<file path="src/rtl/snn_pkg.sv">
// snn_pkg: shared state encoding and image sizing for the SNN load/infer sequencer
package snn_pkg;
  localparam int IMG_BITS_DEF = 784;
  localparam int IMG_BYTES = IMG_BITS_DEF / 8;
  function automatic int cnt_w(input int n);
    return $clog2(n + 1);
  endfunction
  localparam int BYTE_CNT_W = cnt_w(IMG_BYTES);
  typedef enum logic [2:0] {IDLE, LOAD, UNPACK, START, INFER, TX, TX_WAIT} state_t;
endpackage

</file>
<file path="src/rtl/snn_byte_unpacker.sv">
// snn_byte_unpacker: 1-deep byte hold reg feeding an 8-cycle bit-serial shifter
//   push      in  accept din (caller guarantees ready)
//   din       in  byte, bit0 emitted first
//   pix       out current bit
//   valid     out pix is being emitted this cycle
//   last      out bit 7 of the current byte
//   hold_full out a byte waits behind the one being shifted
//   ready     out a push this cycle will not be lost
module snn_byte_unpacker (
  input  logic       clk,
  input  logic       rst_n,
  input  logic       push,
  input  logic [7:0] din,
  output logic       pix,
  output logic       valid,
  output logic       last,
  output logic       hold_full,
  output logic       ready
);
  logic [7:0] hold, sh;
  logic [2:0] cnt;
  logic take;
  assign pix = sh[0];
  assign last = valid && cnt == 3'd7;
  // shifter can take a new byte at the next edge: idle, or emitting its last bit
  assign take = !valid || last;
  assign ready = !hold_full || take;
  always_ff @(posedge clk or negedge rst_n)
    if (!rst_n) begin
      hold <= '0;
      sh <= '0;
      cnt <= '0;
      valid <= 1'b0;
      hold_full <= 1'b0;
    end else begin
      cnt <= take ? 3'd0 : cnt + 3'd1;
      if (push) hold <= din;
      if (take) begin
        valid <= hold_full || push;
        sh <= hold_full ? hold : din;
        hold_full <= hold_full && push;
      end else begin
        sh <= sh >> 1;
        hold_full <= hold_full || push;
      end
    end
endmodule

</file>
<file path="src/rtl/snn_seq_ctrl.sv">
// snn_seq_ctrl: loads a 98-byte binary image from UART into the 1-bit image RAM, runs inference, reports the digit
//   clk, rst_n           clock, async active-low reset
//   rx_rdy, rx_data      received byte strobe / byte (bit0 = lowest pixel address)
//   ram_we/addr/wdata    image RAM write port
//   inf_start            1-cycle inference start pulse
//   inf_done, inf_digit  inference result strobe / digit
//   tx_start, tx_data    1-cycle UART send pulse / {4'h0, digit}
//   tx_rdy               UART TX idle
//   led                  {4'h0, last digit}
//   busy                 not IDLE
//   ovr                  sticky byte-dropped flag, cleared by the first byte of the next image
// Option SNN_TIMEOUT_EN: abandon a partial image after TIMEOUT_CYC idle cycles in LOAD.
module snn_seq_ctrl
  import snn_pkg::*;
#(
  parameter int IMG_BITS = IMG_BITS_DEF,
  parameter int ADDR_W = 10,
  parameter int TIMEOUT_CYC = 1_000_000
) (
  input  logic              clk,
  input  logic              rst_n,
  input  logic              rx_rdy,
  input  logic [7:0]        rx_data,
  output logic              ram_we,
  output logic [ADDR_W-1:0] ram_addr,
  output logic              ram_wdata,
  output logic              inf_start,
  input  logic              inf_done,
  input  logic [3:0]        inf_digit,
  output logic              tx_start,
  output logic [7:0]        tx_data,
  input  logic              tx_rdy,
  output logic [7:0]        led,
  output logic              busy,
  output logic              ovr
);
  localparam int NB = IMG_BITS / 8;
  localparam int CW = cnt_w(NB);
  state_t state;
  logic [CW-1:0] byte_cnt;
  logic skip, push, rx_ok, last, hold_full, ready, full_img;
`ifdef SNN_TIMEOUT_EN
  localparam int TW = $clog2(TIMEOUT_CYC + 1);
  logic [TW-1:0] to_cnt;
`endif
  // byte_cnt counts accepted bytes, so nothing past the last image byte is taken
  assign full_img = byte_cnt == CW'(NB);
  assign rx_ok = state == IDLE || ((state == LOAD || state == UNPACK) && ready && !full_img);
  assign push = rx_rdy && rx_ok;
  assign busy = state != IDLE;
  snn_byte_unpacker u_unp (
    .clk(clk),
    .rst_n(rst_n),
    .push(push),
    .din(rx_data),
    .pix(ram_wdata),
    .valid(ram_we),
    .last(last),
    .hold_full(hold_full),
    .ready(ready)
  );
  always_ff @(posedge clk or negedge rst_n)
    if (!rst_n) begin
      state <= IDLE;
      byte_cnt <= '0;
      ram_addr <= '0;
      ovr <= 1'b0;
      inf_start <= 1'b0;
      tx_start <= 1'b0;
      tx_data <= '0;
      led <= '0;
      skip <= 1'b0;
`ifdef SNN_TIMEOUT_EN
      to_cnt <= '0;
`endif
    end else begin
      if (rx_rdy && !rx_ok) ovr <= 1'b1;
      if (push) byte_cnt <= byte_cnt + 1'b1;
      if (ram_we) ram_addr <= ram_addr + 1'b1;
      inf_start <= 1'b0;
      tx_start <= 1'b0;
`ifdef SNN_TIMEOUT_EN
      to_cnt <= (state == LOAD && !push) ? to_cnt + 1'b1 : '0;
`endif
      case (state)
        IDLE: if (rx_rdy) begin
          ovr <= 1'b0;
          ram_addr <= '0;
          byte_cnt <= CW'(1);
          state <= UNPACK;
        end
`ifdef SNN_TIMEOUT_EN
        LOAD: if (push) state <= UNPACK;
        else if (to_cnt == TW'(TIMEOUT_CYC - 1)) begin
          state <= IDLE;
          byte_cnt <= '0;
          ram_addr <= '0;
          ovr <= 1'b1;
        end
`else
        LOAD: if (push) state <= UNPACK;
`endif
        // a byte already held or arriving now continues unpacking without a bubble
        UNPACK: if (last && !hold_full && !push) begin
          state <= full_img ? START : LOAD;
          inf_start <= full_img;
        end
        START: state <= INFER;
        INFER: if (inf_done) begin
          led <= {4'h0, inf_digit};
          tx_data <= {4'h0, inf_digit};
          state <= TX;
        end
        TX: if (tx_rdy) begin
          tx_start <= 1'b1;
          skip <= 1'b1;
          state <= TX_WAIT;
        end
        // tx_rdy is stale while tx_start is high and on the following cycle
        TX_WAIT: begin
          if (!tx_start) skip <= 1'b0;
          if (!tx_start && !skip && tx_rdy) state <= IDLE;
        end
        default: state <= IDLE;
      endcase
    end
endmodule

</file>
<file path="config.mk">
export PLATFORM = sky130hd
export DESIGN_NAME = snn_seq_ctrl
export DESIGN_NICKNAME = d
export VERILOG_FILES = /design/src/rtl/snn_pkg.sv /design/src/rtl/snn_byte_unpacker.sv /design/src/rtl/snn_seq_ctrl.sv
export SDC_FILE = /design/constraint.sdc
export NUM_CORES = 1
export LEC_CHECK = 0
export CAP_MARGIN = 40
export CORE_MARGIN = 8
export CORE_UTILIZATION = 52
export CTS_CLUSTER_SIZE = 14
export DETAILED_ROUTE_END_ITERATION = 10
export GPL_TIMING_DRIVEN = 0
export PLACE_DENSITY = 0.81
export SYNTH_ARGS = -nofsm -noshare
export SYNTH_HDL_FRONTEND = slang
export SYNTH_SLANG_ARGS = --single-unit
</file>
<file path="constraint.sdc">
create_clock -name clk -period 2.6 [get_ports clk]
set_input_delay 0.26 -clock clk [delete_from_list [all_inputs] [get_ports clk]]
set_output_delay 0.26 -clock clk [all_outputs]
set_load 0.01 [all_outputs]
</file>
# After elaboration in Yosys (flattened, before gate mapping)

Index checks and enable logic that the tools add are counted.

Add/sub/neg operators: 3
Equality and inequality tests: 15
Multiplexer cells: 28
Reductions and logical operators: 28

Operator list:

| cell                                                                    | count |
|---|---|
| 10-bit two-way mux                                                      | 3 |
| 3-bit two-way mux                                                       | 7 |
| 7-bit two-way mux                                                       | 3 |
| 3-bit case mux with 7 select lines                                      | 1 |
| 8-bit two-way mux                                                       | 2 |
| 3-bit equality test, second input constant                              | 4 |
| 2-bit inequality test, second input constant                            | 6 |
| 10-bit by 1-bit adder with 10-bit output, second input constant         | 1 |
| 1-bit logical AND                                                       | 10 |
| 1-bit two-way mux                                                       | 10 |
| 7-bit by 1-bit adder with 7-bit output, second input constant           | 1 |
| 7-bit equality test, second input constant                              | 1 |
| 1-bit zero test                                                         | 7 |
| 3-bit by 2-bit equality test with 1-bit output, second input constant   | 2 |
| 6-bit AND reduction                                                     | 1 |
| 1-bit logical OR                                                        | 5 |
| 3-bit by 1-bit adder with 3-bit output, second input constant           | 1 |
| 3-bit by 1-bit equality test with 1-bit output, second input constant   | 1 |
| 3-bit zero test                                                         | 1 |
| 3-bit AND reduction                                                     | 1 |
| 3-bit nonzero test                                                      | 1 |
| 2-bit two-way mux                                                       | 1 |
| 2-bit by 1-bit inequality test with 1-bit output, second input constant | 1 |
| 1-bit case mux with 2 select lines                                      | 1 |
| 2 further kinds                                                         | 2 |

Bits in registers: 49
Input port bits: 17
Logic and storage cells: 87

# Depth between registers and ports, before layout

Gate-level depths: netlist (run 1).

Depth in word-level cells: 12
Depth in mapped cells: 7
Mapped depth without buffers: 6

# By module

Synthesis (run 1) repeated with hierarchy kept, for this count alone.

Cell total of the unflattened synthesis: 221
Area, all modules: 2493.6 um^2

By module, submodules not included:

| module            | instances | cells each | area an instance (um^2) | sequential area each (um^2) |
|---|---|---|---|---|
| snn_seq_ctrl      | 1         | 160        | 1557.7                  | 700.7 |
| snn_byte_unpacker | 1         | 61         | 935.9                   | 525.5 |

# Worst setup path before layout (run 1)

No wires, ideal clock.

Path type: reg-to-reg
From: register byte_cnt[0]
To: register with a tool-made name
Arrival: 1.678 ns
Required time: 2.476 ns
Path slack: 0.798 ns
Stages on the path, launching flop included: 7
Buffers on the path: 0
Clock period less this slack: 1.802 ns
Path through: dfrtp_1 -> inv_1 -> ha_1 -> and4bb_4 -> a22o_4 -> or4_4 -> mux2i_1

RTL lines:

| element                | line               | source |
|---|---|---|
| from (decl)            | snn_seq_ctrl.sv:40 | `logic [CW-1:0] byte_cnt;` |
| from (signal assigned) | snn_seq_ctrl.sv:78 | `if (push) byte_cnt <= byte_cnt + 1'b1;` |

# Final worst setup path (run 1)

From: register state[1]
To: output port busy

Longest elaborated chain between the ends: 1

RTL lines:

| element                | line                | source |
|---|---|---|
| from (decl)            | snn_seq_ctrl.sv:39  | `state_t state;` |
| from (signal assigned) | snn_seq_ctrl.sv:105 | `state <= full_img ? START : LOAD;` |
| 3-bit nonzero test     | snn_seq_ctrl.sv:50  | `assign busy = state != IDLE;` |
| to (decl)              | snn_seq_ctrl.sv:34  | `output logic busy,` |

Every way passes these cells.

==> metrics.md, run 1 <==
| Metric | Value |
|---|---|
| Status | `finished clean` |
| H-tree Lvls | `2` |
| Core ar. | `5010 sq um` |
| Worst Slack Setup Final | `0.225 ns` |
| Setup Buffers After CTS | `0` |
| Initial Util | `52.8%` |
| PwrDens | `1100 nW/um^2` |
| Largest net degree at the start of global routing | `31` |
| Ant diodes | `0` |
| First-pass GRT wire length | `10300 um` |
| Crit. End Element | `primary output` |
| Die H | `87.3 um` |
| Setup TNS | `0 ns` |
| Dominant cells by area after synthesis | `dfrtp_1 (46%), mux2i_1 (3.8%), buf_4 (3.7%), a21oi_1 (3.0%), nand3_1 (3.0%)` |
| Mapped cell area | `2640 sq um` |
| Synth Instances | `276` |
| Relative slew slack | `44.7%` |
| Hold path depth | `1` |
| Crit start category | `flip-flop` |
| Post-DP HPWL | `4390 um` |
| Most common cell in the netlist | `dfrtp_1` |
| Multi-input gate area | `1250 sq um` |
| Drt total wl | `6040 um` |
| Cts bufs inserted | `5` |
| Share of layout cells above drive strength 1 | `11.4%` |
| Register area | `1230 sq um` |
| First-pass DRT Iterations | `4` |
| Die area | `7620 sq um` |
| Fin. Hold Viols | `0` |
| Critical path's top delay family | `buffers and inverters` |
| Max cap viols | `0` |
| Drt wl/cell | `15.0 um` |
| Max clock buf depth | `2` |
| Hold Path Class | `flip-flop to flip-flop` |
| Average size of a mapped cell | `9.58 sq um` |
| Crit-path max cell delay | `0.55 ns` |
| Via count | `2224` |
| Final #Nets | `354` |
| Synth top cells by count | `dfrtp_1 (49), nand2_1 (20), nor2_1 (17)` |
| Post-synth EDFFs | `0` |
| Number of fill cells | `438` |
| Leak Pwr | `1.47 nW` |
| IO Port Bufs | `40` |
| Slowest CP cell | `clkdlybuf4s50_1` |
| Critical path depth | `5` |
| Slew Viols, Final | `0` |
| Gr usage total | `16.8%` |
| Crit path required time | `2.34 ns` |
| CTS tree | `built` |
| Fin crit share | `91.3%` |
| Clk Latency, worst-skew pair | `0.30 ns` |
| DRC Markers | `0` |
| Worst-Margin Slew | `0.824 ns` |
| DIE WIDTH | `87.3 um` |
| Synth async-reset ratio | `100%` |
| # rows | `26` |
| Critical path arrival | `2.11 ns` |
| Vias per cell | `5.52` |
| Synthesis Warnings | `0` |
| # IOs | `49` |
| Max VDD drop | `0.536 mV` |
| Vias in the first global route | `2183` |
| Worst reg-to-reg path cell count | `7` |
| Largest area contributor in the netlist | `dfrtp_1` |
| GRT Residual Overflow | `0` |
| Sequential-to-total area share from yosys stat | `46.4%` |
| Worst-path cell chain | `buf_4 -> nor3_2 -> inv_1 -> clkbuf_1 -> clkdlybuf4s50_1` |
| Clk root buf | `clkbuf_8` |
| DRT antenna net count | `0` |
| Period minus WS final | `2.37 ns` |
| Top-area cell type share of the netlist area | `46.4%` |
| Clock sinks | `49` |
| Layout Utilization | `65.4%` |
| Post-synth cell types | `47` |
| RD Place Congestion | `0.881` |
| Fmax | `421 MHz` |
| FF+latch count, synth | `49` |
| Worst-path maximum fanout | `10` |
| Clock-pin slew on the worst setup and hold paths | `0.09 ns` |
| Final Skew | `0.00632 ns` |
| Dpl ws | `0.401 ns` |
| Unrepaired setup endpoints after global routing | `false` |
| Final setup viols | `0` |
| DR iter-0 viols | `96` |
| Main synth FF type | `dfrtp_1` |
| CP bufs+invs | `4` |
| Initial antenna violation count | `0` |
| WS Path Type | `flip-flop to primary output` |
| Layout area overhead | `24.0%` |
[per-stage QoR]
| step | instance area [sq um] | std cells | power [mW] | hold slack [ns] |
|---|---|---|---|---|
| global route | 3280 | 403 | 3.88 | 0.474 |
| global placement | 3160 | 393 | 3.07 | 0.427 |
| floorplan | 2670 | 283 | 2.48 | -0.0356 |
| finish | 3280 | 403 | 3.60 | 0.445 |
| detailed placement | 3170 | 394 | 3.15 | 0.250 |
| CTS | 3270 | 403 | 3.61 | 0.445 |
[cell type report]
| class | instances | area share [%] |
|---|---|---|
| well taps | 70 | 2.67 |
| flip-flops and latches | 49 | 37.4 |
| clock buffers | 5 | 2.10 |
| repair buffers | 42 | 13.0 |
| plain buffers | 30 | 5.08 |
| clock inverters | 3 | 0.649 |
| multi-input cells | 195 | 38.1 |
| inverters | 9 | 1.03 |
[layout by cell type (no fill, tap or decap), drive strengths merged, types with 4 or more instances in the layout]
cell and instances:
a21oi 16, a31oi 5, and3 10, buf 21
clkbuf 16, clkdlybuf4s50 39, conb 8, dfrtp 49
ha 5, inv 10, mux2 4, mux2i 10
nand2 20, nand3 16, nand4 10, nor2 17
nor2b 5, nor3 6, o211ai 10, o21ai 14
xnor2 4, xor2 6
[path summary, 6_finish.rpt]
kind                               from                          to  slack (ns)
min reg2reg                u_unp.cnt[0]                u_unp.cnt[0]        0.44
min                        u_unp.cnt[0]                u_unp.cnt[0]        0.44
max in group asynchronous         rst_n               u_unp.hold[6]        1.62
max reg2reg                u_unp.cnt[0]                 byte_cnt[0]        0.61
max                            state[1]                        busy        0.23
min in group asynchronous         rst_n  asynchronous set/reset pin        0.46
[power by group]
group | internal, mW | leakage, nW | switching, mW
Clock | 0.191 | 0.0445 | 0.262
Sequential | 1.07 | 0.608 | 0.239
Combinational | 0.869 | 0.818 | 0.966
[cells by family (layout without fill, tap and decap cells)]
logic type,count (synthesis),after routing,share of synthesized area [%]
AOI/OAI and AO/OA,60,60,14.8
xor gates and xnor gates,10,10,3.31
adders and majority gates,5,5,2.37
buffers and inverters,39,89,7.57
DFF,49,49,46.4
muxes,14,14,5.49
other,1,8,0.142
and+or+nand+nor,98,98,20.0
[routing by layer]
metal  GRT usage (%)  vias to the layer above  share of wire, %
li1                -                     1077                 -
met1            21.7                     1068                46
met2            27.3                       73                46
met3            4.34                        6               7.3
met4            3.59                        0              0.63
met5               0                        -                 0
[repair_timing]
action,in CTS,in global routing
endpoints found under the hold margin,19,0
gates resized for setup,0,1
setup endpoints to repair,0,1
hold buffers,1,0
Power figures use the tool's default switching activity.
==> inputs of run 2 (changes only) <==
--- a/config.mk
+++ b/config.mk
@@ -10,7 +10,6 @@
 export CORE_UTILIZATION = 52
 export CTS_CLUSTER_SIZE = 14
 export DETAILED_ROUTE_END_ITERATION = 10
-export GPL_TIMING_DRIVEN = 0
 export PLACE_DENSITY = 0.81
 export SYNTH_ARGS = -nofsm -noshare
 export SYNTH_HDL_FRONTEND = slang
==> metrics.md, run 2 (same netlist as run 1, synthesis figures left out) <==
| Metric | Value |
|---|---|
| Largest net degree at the start of global routing | `38` |
| Hold Path Class | `input port to asynchronous set/reset pin` |
| CTS tree | `built` |
| First-pass GRT wire length | `9560 um` |
| Setup Buffers After CTS | `0` |
| Number of fill cells | `444` |
| Critical path's top delay family | `compound AO/OA/AOI/OAI gates` |
| Post-Layout Cell Count | `382` |
| Register area | `1230 sq um` |
| Slowest CP cell | `dfrtp_1` |
| Max clock buf depth | `2` |
| Layout area overhead | `19.6%` |
| Crit. End Element | `flip-flop` |
| Period minus WS final | `2.27 ns` |
| Drt total wl | `5920 um` |
| First-pass DRT Iterations | `4` |
| Most frequent cells in the layout | `dfrtp_1 (49), clkdlybuf4s50_1 (39), nand2_1 (20), nor2_1 (17)` |
| Design area | `3160 sq um` |
| Share of layout cells above drive strength 1 | `9.29%` |
| IO Port Bufs | `40` |
| Vias in the first global route | `2074` |
| Max VDD drop | `0.567 mV` |
| Worst reg-to-reg path cell count | `7` |
| CP bufs+invs | `1` |
| Slew Viols, Final | `0` |
| Leak Pwr | `1.41 nW` |
| Worst r2r dst | `u_unp.hold_full` |
| DIE WIDTH | `87.3 um` |
| Ant diodes | `0` |
| GRT Max-Usage Layer | `met2` |
| DRC Markers | `0` |
| Post-DP Area | `3060 sq um` |
| Clk root buf | `clkbuf_8` |
| Clock sinks | `49` |
| Register-to-Register Setup Slack | `0.33 ns` |
| Final Skew | `0.00890 ns` |
| GR Layer Usage met2 | `25.5%` |
| GRT Residual Overflow | `0` |
| Worst-Margin Slew | `0.708 ns` |
| Die area | `7620 sq um` |
| Cells after DPL | `373` |
| # rows | `26` |
| DR iter-0 viols | `166` |
| Vias per cell | `5.63` |
| Worst Slack Setup Final | `0.334 ns` |
| Fin crit share | `87.2%` |
| WS Path Type | `flip-flop to flip-flop` |
| Worst-path maximum fanout | `23` |
| H-tree Lvls | `2` |
| Cts bufs inserted | `5` |
| Status | `finished clean` |
| Initial Util | `52.8%` |
| Max cap viols | `0` |
| Drt wl/cell | `15.5 um` |
| Worst-path cell chain | `ha_1 -> ha_1 -> nor2b_4 -> a22oi_1 -> buf_4 -> a221oi_1 -> nor3_1` |
| Crit path required time | `2.79 ns` |
| Post_cts resized | `0` |
| Final #Nets | `333` |
| Unrepaired setup endpoints after global routing | `false` |
| PwrDens | `1110 nW/um^2` |
| Most used cell, CP | `ha_1` |
| Clock-pin slew on the worst setup and hold paths | `0.10 ns` |
| Setup TNS | `0 ns` |
| Fin. Hold Viols | `0` |
| Die H | `87.3 um` |
| DRT antenna net count | `0` |
| Met1 usage | `19.9%` |
| Critical path arrival | `2.45 ns` |
| Dpl ws | `0.378 ns` |
| Relative slew slack | `52.8%` |
| Via count | `2150` |
| Crit-path max cell delay | `0.40 ns` |
| Gr usage total | `15.6%` |
| GR Util met3 | `4.06%` |
| Post-DP HPWL | `4100 um` |
| Final setup viols | `0` |
| Fmax | `441 MHz` |
| Multi-input gate area | `1240 sq um` |
| Post-CTS Hold Buffers | `1` |
| Crit start category | `flip-flop` |
| Initial antenna violation count | `0` |
| FF-to-FF Start | `u_unp.cnt[0]` |
| Core ar. | `5010 sq um` |
| RD Place Congestion | `0.807` |
| Clk Latency, worst-skew pair | `0.30 ns` |
| Most common cell after layout, fill and taps aside | `dfrtp_1` |
| # IOs | `49` |
==> run 2: how the worst max path moves through the flow <==
stage                     slack [ns]          from         endpoint  cells after the start
after floorplan                 0.80   byte_cnt[0]        flip-flop                      6
after global placement          0.46  u_unp.cnt[0]  u_unp.hold_full                      7
after detailed placement        0.38  u_unp.cnt[0]  u_unp.hold_full                      7
after CTS                       0.35  u_unp.cnt[0]  u_unp.hold_full                      7
after global routing            0.16  u_unp.cnt[0]  u_unp.hold_full                      7
final                           0.33  u_unp.cnt[0]  u_unp.hold_full                      7
==> run 2: where the power goes <==
group	switching, mW	internal, mW
Combinational	0.867	0.820
Clock	0.258	0.191
Sequential	0.307	1.07
Total	1.43	2.08
==> run 2: through the flow <==
| stage | power (mW) | util (%) | hold slack (ns) |
|---|---|---|---|
| 2_1_floorplan | 2.48 | - | -0.0356 |
| 3_3_place_gp | 3.00 | 61.1 | 0.159 |
| 3_5_place_dp | 3.07 | 61.1 | 0.162 |
| 4_1_cts | 3.54 | 63.1 | 0.389 |
| 5_1_grt | 3.77 | 63.1 | 0.408 |
| 6_report | 3.52 | 63.1 | 0.384 |
==> run 2: area by class of cell <==
class / count / area share (%)
clock buffer: 5 / 2.18
clock inverter: 3 / 0.673
inverter: 9 / 1.07
multi-input combinational: 195 / 39.3
sequential: 49 / 38.8
tap: 70 / 2.77
timing repair buffer: 51 / 15.2
==> run 2: metal layers <==
| layer | up-vias | part of all wire, % |
|---|---|---|
| met4 | 0 | 0.61 |
| met5 | - | 0 |
| met2 | 79 | 46 |
| met1 | 1030 | 46 |
| li1 | 1036 | - |
| met3 | 5 | 7.6 |
==> inputs of run 3 (changes only) <==
--- a/config.mk
+++ b/config.mk
@@ -7,10 +7,11 @@
 export LEC_CHECK = 0
 export CAP_MARGIN = 40
 export CORE_MARGIN = 8
-export CORE_UTILIZATION = 52
+export CORE_UTILIZATION = 54
+export CTS_BUF_LIST = sky130_fd_sc_hd__clkbuf_4
 export CTS_CLUSTER_SIZE = 14
 export DETAILED_ROUTE_END_ITERATION = 10
-export PLACE_DENSITY = 0.81
+export PLACE_DENSITY = 0.83
 export SYNTH_ARGS = -nofsm -noshare
 export SYNTH_HDL_FRONTEND = slang
 export SYNTH_SLANG_ARGS = --single-unit
==> metrics.md, run 3 (same netlist as run 1, synthesis figures left out) <==
| Metric | Value |
|---|---|
| Status | `finished clean` |
| Worst-path maximum fanout | `23` |
| Core ar. | `4720 sq um` |
| WS Path Type | `flip-flop to flip-flop` |
| Critical path depth | `7` |
| Die area | `7390 sq um` |
| Psw | `1.43 mW` |
| DRC Markers | `0` |
| # IOs | `49` |
| Design area | `3140 sq um` |
| Share of layout cells above drive strength 1 | `9.00%` |
| Post-DP Area | `3050 sq um` |
| Worst r2r dst | `u_unp.hold_full` |
| Layout area overhead | `18.8%` |
| Largest net degree at the start of global routing | `24` |
| DR iter-0 viols | `137` |
| Post-DP HPWL | `4200 um` |
| Ant diodes | `0` |
| Clock power frac | `12.9%` |
| Fmax | `446 MHz` |
| Max cap viols | `0` |
| Net Sw Frac | `40.6%` |
| Most used cell, CP | `ha_1` |
| Vias per cell | `5.71` |
| Max VDD drop | `0.627 mV` |
| Final Skew | `0.0330 ns` |
| RD Place Congestion | `0.823` |
| Worst-path cell chain | `ha_1 -> ha_1 -> nor2b_4 -> a22oi_1 -> buf_4 -> a221oi_1 -> nor3_1` |
| PwrDens | `1120 nW/um^2` |
| Critical path's top delay family | `simple AND/OR/NAND/NOR gates` |
| GRT Residual Overflow | `0` |
| Unrepaired setup endpoints after global routing | `false` |
| Post-Layout Cell Count | `378` |
| DIE WIDTH | `86.0 um` |
| Clk root buf | `clkbuf_4` |
| Hold Path Class | `input port to asynchronous set/reset pin` |
| DRT antenna net count | `0` |
| Cells after DPL | `369` |
| Relative slew slack | `53.0%` |
| Crit. End Element | `flip-flop` |
| Slowest CP cell | `dfrtp_1` |
| Critical path arrival | `2.53 ns` |
| Leak Pwr | `1.41 nW` |
| Drt wl/cell | `15.8 um` |
| First-pass DRT Iterations | `4` |
| Drt total wl | `5960 um` |
| Final #Nets | `332` |
| Clock sinks | `49` |
| FF-to-FF Start | `u_unp.cnt[0]` |
| Fin crit share | `86.2%` |
| Worst reg-to-reg path cell count | `7` |
| Cts bufs inserted | `5` |
| H-tree Lvls | `2` |
| Worst-Margin Slew | `0.705 ns` |
| Crit path required time | `2.89 ns` |
| Clk Latency, worst-skew pair | `0.39 ns` |
| Initial Util | `56.0%` |
| Most common cell after layout, fill and taps aside | `dfrtp_1` |
| # rows | `25` |
| Dpl ws | `0.406 ns` |
| Setup Buffers After CTS | `0` |
| Max clock buf depth | `2` |
| IO Port Bufs | `40` |
| Die H | `86.0 um` |
| Vias in the first global route | `2110` |
| Initial antenna violation count | `0` |
| CTS tree | `built` |
| Most frequent cells in the layout | `dfrtp_1 (49), clkdlybuf4s50_1 (39), nand2_1 (20), nor2_1 (17)` |
| Seq pwr share | `39.5%` |
| Clock-pin slew on the worst setup and hold paths | `0.17 ns` |
| Slew Viols, Final | `0` |
| Register-to-Register Setup Slack | `0.36 ns` |
| P_int | `2.09 mW` |
| Gate power share | `47.6%` |
| Crit-path max cell delay | `0.42 ns` |
| Fin. Hold Viols | `0` |
| Gr usage total | `16.3%` |
| Via count | `2157` |
| Worst Slack Setup Final | `0.358 ns` |
| Layout Utilization | `66.5%` |
| CP bufs+invs | `1` |
| Final setup viols | `0` |
| Crit start category | `flip-flop` |
| First-pass GRT wire length | `9730 um` |
| Setup TNS | `0 ns` |
| Period minus WS final | `2.24 ns` |
==> run 3: routing by layer <==
| layer | GRT usage (%) | vias to the layer above | wire (um) | share of wire (%) |
|---|---|---|---|---|
| met5 | 0 | - | 0 | 0 |
| met4 | 7.01 | 0 | 79 | 1.3 |
| met3 | 3.34 | 8 | 364 | 6.1 |
| met2 | 26.9 | 70 | 2860 | 48 |
| met1 | 20.0 | 1032 | 2650 | 45 |
| li1 | - | 1047 | - | - |
==> run 3: repair_timing <==
item / in CTS / in global routing
gates resized for setup: 0 / 0
hold buffers: 1 / 0
hold endpoints to repair: 17 / 0
==> run 3: worst reg2reg max path, stage by stage, from the launching register on <==
cell and delay, ns:
dfrtp_1 0.42, ha_1 0.20, ha_1 0.23, nor2b_4 0.41
a22oi_1 0.23, buf_4 0.27, a221oi_1 0.28, nor3_1 0.10
==> run 3: per-stage QoR <==
stage	hold WS (ns)	power (mW)
after floorplan	-0.0356	2.48
after global placement	0.208	3.00
after detailed placement	0.216	3.07
after CTS	0.343	3.53
after global routing	0.381	3.77
final	0.349	3.52
==> run 3: power groups by stage <==
stage          sequential (mW)  combinational (mW)  clock (mW)
2_1_floorplan             1.32                1.16           0
4_1_cts                   1.39                1.68       0.459
3_5_place_dp              1.40                1.67           0
6_report                  1.39                1.67       0.453
5_1_grt                   1.44                1.85       0.487
3_3_place_gp              1.38                1.61           0
==> run 3: how the worst max path moves through the flow <==
| stage | end | start | slack (ns) |
|---|---|---|---|
| 5_1_grt | flip-flop | u_unp.cnt[0] | 0.25 |
| 4_1_cts | u_unp.hold_full | u_unp.cnt[0] | 0.38 |
| 2_1_floorplan | flip-flop | byte_cnt[0] | 0.80 |
| 6_report | u_unp.hold_full | u_unp.cnt[0] | 0.36 |
| 3_3_place_gp | u_unp.hold_full | u_unp.cnt[0] | 0.47 |
| 3_5_place_dp | u_unp.hold_full | u_unp.cnt[0] | 0.41 |
==> run 3: layout make-up <==
class / count / area (sq um)
Clock buffer: 5 / 37.5
Fill cell: 387 / 1580
Tap cell: 67 / 83.8
Clock inverter: 3 / 43.8
Multi-Input combinational cell: 195 / 1240
Sequential cell: 49 / 1230
Timing Repair Buffer: 50 / 473
Inverter: 9 / 33.8
